<file path="src/rtl/temporizador_fase.sv">
// Phase timer: counts a loaded number of seconds down to zero, with pause, cancel and restart.
// Optional TEMPORIZADOR_AVISO_EN adds parameter AVISO_S and a registered near-expiry output aviso.
module temporizador_fase #(
    parameter int TICKS     = 50000000,
    parameter int NP        = 26,
    parameter int TEMPO_MAX = 99
`ifdef TEMPORIZADOR_AVISO_EN
    ,
    parameter int AVISO_S   = 10
`endif
) (
    input  logic       clock,
    input  logic       zera_n,
    input  logic       iniciar,
    input  logic       pausar,
    input  logic       cancelar,
    input  logic [7:0] tempo,
    output logic [7:0] restante,
    output logic       tick,
    output logic       esgotado,
    output logic       ativo,
    output logic [1:0] estado
`ifdef TEMPORIZADOR_AVISO_EN
    ,
    output logic       aviso
`endif
);

    typedef enum logic [1:0] {
        OCIOSO   = 2'b00,
        CONTANDO = 2'b01,
        PAUSADO  = 2'b10,
        ESGOTADO = 2'b11
    } estado_t;

    localparam logic [NP-1:0] PRESC_FIM = NP'(TICKS - 1);
    localparam logic [NP-1:0] PRESC_UM  = NP'(1);
    localparam logic [7:0]    TMAX      = 8'(TEMPO_MAX);

    function automatic logic [7:0] sat_tempo(input logic [7:0] t);
        return (t > TMAX) ? TMAX : t;
    endfunction

    estado_t       estado_q, estado_d;
    logic [NP-1:0] presc_q, presc_d;
    logic [7:0]    restante_q, restante_d;
    logic          tick_q, tick_d;
    logic          esgotado_q, esgotado_d;
`ifdef TEMPORIZADOR_AVISO_EN
    localparam logic [7:0] AVISO_LIM = 8'(AVISO_S);
    logic          aviso_q, aviso_d;
`endif

    always_ff @(posedge clock or negedge zera_n) begin
        if (!zera_n) begin
            estado_q   <= OCIOSO;
            presc_q    <= '0;
            restante_q <= '0;
            tick_q     <= 1'b0;
            esgotado_q <= 1'b0;
`ifdef TEMPORIZADOR_AVISO_EN
            aviso_q    <= 1'b0;
`endif
        end else begin
            estado_q   <= estado_d;
            presc_q    <= presc_d;
            restante_q <= restante_d;
            tick_q     <= tick_d;
            esgotado_q <= esgotado_d;
`ifdef TEMPORIZADOR_AVISO_EN
            aviso_q    <= aviso_d;
`endif
        end
    end

    always_comb begin
        estado_d   = estado_q;
        presc_d    = presc_q;
        restante_d = restante_q;
        tick_d     = 1'b0;
        esgotado_d = 1'b0;
        if (cancelar) begin
            estado_d   = OCIOSO;
            presc_d    = '0;
            restante_d = '0;
        end else if (iniciar) begin
            // A zero duration is rejected outright: the whole block holds for this edge.
            if (tempo != 8'd0) begin
                estado_d   = CONTANDO;
                presc_d    = '0;
                restante_d = sat_tempo(tempo);
            end
        end else begin
            case (estado_q)
                CONTANDO: begin
                    if (pausar) begin
                        estado_d = PAUSADO;
                    end else if (presc_q == PRESC_FIM) begin
                        presc_d = '0;
                        tick_d  = 1'b1;
                        if (restante_q <= 8'd1) begin
                            restante_d = '0;
                            estado_d   = ESGOTADO;
                            esgotado_d = 1'b1;
                        end else begin
                            restante_d = restante_q - 8'd1;
                        end
                    end else begin
                        presc_d = presc_q + PRESC_UM;
                    end
                end
                PAUSADO: begin
                    if (!pausar) estado_d = CONTANDO;
                end
                default: begin
                    presc_d = '0;
                end
            endcase
        end
    end

`ifdef TEMPORIZADOR_AVISO_EN
    // Computed from next-state values so aviso lines up with the restante it describes.
    always_comb begin
        aviso_d = ((estado_d == CONTANDO) || (estado_d == PAUSADO)) &&
                  (restante_d != 8'd0) && (restante_d <= AVISO_LIM);
    end
    assign aviso = aviso_q;
`endif

    assign restante = restante_q;
    assign tick     = tick_q;
    assign esgotado = esgotado_q;
    assign estado   = estado_q;
    assign ativo    = (estado_q == CONTANDO) || (estado_q == PAUSADO);

endmodule

</file>
<file path="config.mk">
export PLATFORM = sky130hd
export DESIGN_NAME = temporizador_fase
export DESIGN_NICKNAME = d
export VERILOG_FILES = /design/src/rtl/temporizador_fase.sv
export SDC_FILE = /design/constraint.sdc
export NUM_CORES = 1
export LEC_CHECK = 0
export ABC_AREA = 1
export BUFFER_PORTS_ARGS = -buffer_cell sky130_fd_sc_hd__clkbuf_2
export CAP_MARGIN = 10
export CORE_AREA = 4 4 73 75
export CTS_BUF_LIST = sky130_fd_sc_hd__clkbuf_4 sky130_fd_sc_hd__clkbuf_8
export CTS_CLUSTER_SIZE = 10
export DETAILED_ROUTE_END_ITERATION = 6
export DIE_AREA = 0 0 77 79
export PLACE_DENSITY = 0.78
export SYNTH_ARGS = -nofsm -noshare
export SYNTH_HDL_FRONTEND = slang
export SYNTH_SLANG_ARGS = --single-unit
</file>
<file path="constraint.sdc">
create_clock -name clock -period 1.96 [get_ports clock]
set_clock_uncertainty 0.2 [all_clocks]
set_input_delay 0.294 -clock clock [delete_from_list [all_inputs] [get_ports clock]]
set_output_delay 0.294 -clock clock [all_outputs]
set_load 0.01 [all_outputs]
</file>
==> flow_metrics.env <==
export IMPL_run_status="finished, final reports clean"
export IMPL_routed_top_layer="met4"
export IMPL_p_sw_uw=641.7
export IMPL_crit_required_ns=1.94
export IMPL_drtPass1Iterations=4
export IMPL_power_frac_seq_pct=45.6
export IMPL_end_kind="flop"
export IMPL_finalCriticalPeriod_ns=1.899
export IMPL_root_buffer="clkbuf_8"
export IMPL_initial_core_util_pct=58.09
export IMPL_netlist_area_leader_share_pct=35.12
export IMPL_grt_pass1_vias=2443
export IMPL_grt_pass1_wl_um=10970
export IMPL_netlist_instances=407
export IMPL_synth_flop_cell="dfrtp_1"
export IMPL_grt_overflow=0
export IMPL_intPower_uw=1297
export IMPL_rows=25
export IMPL_cts_buffer_depth=2
export IMPL_finalSetupViolCount=0
export IMPL_wl_met1_um=2992
export IMPL_met2WireLength_um=2936
export IMPL_path_buf_inv=0
export IMPL_drv_cap=0
export IMPL_crit_start="presc_q[0]"
export IMPL_wire_per_inst_um=12.46
export IMPL_crit_reg2reg_launch="presc_q[0]"
export IMPL_synth_area_mux_share_pct=0
export IMPL_wl_um=6279
export IMPL_synth_avg_cell_area_um2=6.653
export IMPL_clock_sinks=38
export IMPL_hold_viol=0
export IMPL_numCtsBuffers=5
export IMPL_ys_top_cells_by_count="121 x nand2_1, 69 x nor2_1, 49 x inv_1"
export IMPL_diodes=0
export IMPL_fin_nets=469
export IMPL_dieArea_um2=6083
export IMPL_synth_seq_cells=38
export IMPL_holdPathEnd="tick"
export IMPL_critPathTopFamily="simple AND/OR/NAND/NOR gates"
export IMPL_synth_distinct_cells=35
export IMPL_hpwl_um=4771
export IMPL_synth_edf_count=0
export IMPL_min_path_type="in -> reg"
export IMPL_r2r_slack_ns=0.06
export IMPL_dr_wl_met3_um=245
export IMPL_clkSlewWorstSetupHoldPaths_ns=0.07
export IMPL_worstHoldPathCells=4
export IMPL_synth_seq_area_share_pct=35.12
export IMPL_h_tree_depth=2
export IMPL_vias_per_cell=5.194
export IMPL_power_leakage_uw=0.001527
export IMPL_p_per_area_nw_per_um2=617.1
export IMPL_place_area_um2=2940
export IMPL_synth_most_common_cell="nand2_1"
export IMPL_power_frac_comb_pct=27.1
export IMPL_synth_fp_nets=425
export IMPL_cpMaxStageDelayCell="dfrtp_1"
export IMPL_gp_congestion=0.9061
export IMPL_max_slew_margin_pct=66.23
export IMPL_swShare_pct=33.10
export IMPL_worstPathCellList="ha_2 -> nand2_2 -> nor2_4 -> nand2_4 -> nor2_4 -> nand2_4 -> o21ai_4 -> nand2_4 -> nand2_1 -> nand2_1"
export IMPL_hp_start="pausar"
export IMPL_tritoncts="done"
export IMPL_place_inst=490
export IMPL_critPathKind="reg -> reg"
export IMPL_tightestPinTransition_ns=0.5065
export IMPL_worstSkewPairLatency_ns=0.28
export IMPL_cpMostUsedCell="nand2_4"
export IMPL_netlist_top_cells_area="dfrtp_1 35%, nand2_1 17%, nor2_1 9.6%"
export IMPL_syn_cell_area_um2=2708
export IMPL_io_pin_count=26
export IMPL_fin_tns_setup_ns=0
export IMPL_die_y_um=79
export IMPL_antenna_found_initial=0
export IMPL_synth_area_leader_cell="dfrtp_1"
export IMPL_vdd_drop_max_mv=0.5305
export IMPL_fill_cells=388
export IMPL_critical_path_max_fanout=8
export IMPL_synth_top_family_by_area="simple AND/OR/NAND/NOR gates"
export IMPL_drive_above_1_share_pct=20.89
export IMPL_grt_max_degree=39
export IMPL_drt_iter0_markers=180
export IMPL_cpPeakStageDelay_ns=0.38
export IMPL_yosysWarnings=0
export IMPL_synth_compound_area_share_pct=5.915
export IMPL_hold_ws_ns=0.1331
export IMPL_synth_xor_area_share_pct=3.558
export IMPL_route_vias_total=2618
export IMPL_stdcell_count=504
export IMPL_slew_violations=0
export IMPL_syn_to_final_growth_pct=16.03
export IMPL_synthArstFlopShare_pct=100.0
export IMPL_clkPwrFrac_pct=27.3
export IMPL_fin_area_um2=3142
export IMPL_reg2regPathDepth=10
export IMPL_fin_crit_sh_pct=96.91
export IMPL_reg2reg_to="restante[6]"
export IMPL_synthSimpleGateAreaFrac_pct=43.44
export IMPL_io_buffers=25
export IMPL_fmax_mhz=526.5
export IMPL_ant_nets=0
export IMPL_coreArea_um2=4661
export IMPL_drc=0
export IMPL_path_depth=10
export IMPL_die_width_um=77
export IMPL_grtUsageTotal_pct=22.27
export IMPL_cp_start_kind="flop"
export IMPL_synthAdderAreaFrac_pct=2.311
export IMPL_arrival_ns=1.88
==> cells in the final DEF, fill, tap and decap left out, types with 7 or more instances in the layout <==
cell / netlist / final
xor2_1: 10 / 10
nand2_1: 121 / 115
nand2_2: 5 / 10
dfrtp_1: 38 / 37
buf_4: 1 / 14
nand4_1: 7 / 7
o21ai_0: 7 / 7
nor2_1: 69 / 68
inv_2: 9 / 10
inv_1: 49 / 47
nor2_4: 7 / 8
clkbuf_2: 0 / 25
nand3_1: 36 / 35
==> per-layer routing <==
layer | global-route usage [%] | vias up
met5 | 0 | -
met4 | 5.338 | 0
met3 | 3.968 | 9
met2 | 36.85 | 54
met1 | 30.45 | 1198
li1 | - | 1357
==> repair_timing <==
action / in CTS / in global routing
buffers inserted: 4 / 3
pin swaps: 1 / 6
hold buffers: 1 / 0
gates resized for setup: 0 / 20
endpoints found under the hold margin: 38 / 0
setup endpoints to repair: 8 / 25
==> cell type report <==
type,count,area (um^2),share of cell area (%)
Sequential cell,38,952.2,30.31
Clock buffer,6,82.58,2.628
Tap cell,54,67.56,2.151
Inverter,59,226.5,7.208
Timing Repair Buffer,42,271.5,8.642
Multi-Input combinational cell,305,1541,49.06
==> flip-flops by register name, summed over array words and instances, names as in the netlist <==
| signal | flops |
|---|---|
| presc_q | 26 |
| restante | 8 |
| estado | 2 |
| esgotado | 1 |
| tick | 1 |
==> kinds of logic (layout without fill, tap and decap cells) <==
family                     Yosys count  count (layout)
adders and majority gates            5               5
AOI/OAI and AO/OA                   26              26
and+or+nand+nor                    263             263
DFF                                 38              38
xor gates and xnor gates            11              11
buffers and inverters               64             107
==> how the worst max path moves through the flow <==
stage	endpoint
after floorplan	restante[2]
after detailed placement	restante[6]
after global routing	restante[0]
final	restante[6]
after CTS	restante[0]
after global placement	restante[0]
==> worst reg2reg max path, stage by stage, from the launching register on <==
cell and delay [ns]:
dfrtp_1 0.38, ha_2 0.20, nand2_2 0.07, nor2_4 0.14
nand2_4 0.08, nor2_4 0.13, nand2_4 0.09, o21ai_4 0.24
nand2_4 0.13, nand2_1 0.10, nand2_1 0.05
==> power by group through the flow <==
| stage | sequential [uW] | clock [uW] | combinational (uW) |
|---|---|---|---|
| final | 884 | 529 | 525 |
| after global routing | 891 | 590 | 587 |
| after CTS | 880 | 543 | 506 |
| after detailed placement | 898 | 0 | 484 |
| after global placement | 896 | 0 | 469 |
| after floorplan | 901 | 0 | 321 |
==> per-stage QoR <==
stage | setup WS, ns | power [uW] | util, %
final | 0.06065 | 1939 | 67.41
after detailed placement | -0.04202 | 1382 | 63.09
after floorplan | 0.1865 | 1222 | -
after global routing | -0.02621 | 2068 | 67.41
after global placement | 0.01428 | 1364 | 63.09
after CTS | 0.01578 | 1930 | 65.72
(Power assumes the default switching activity.)
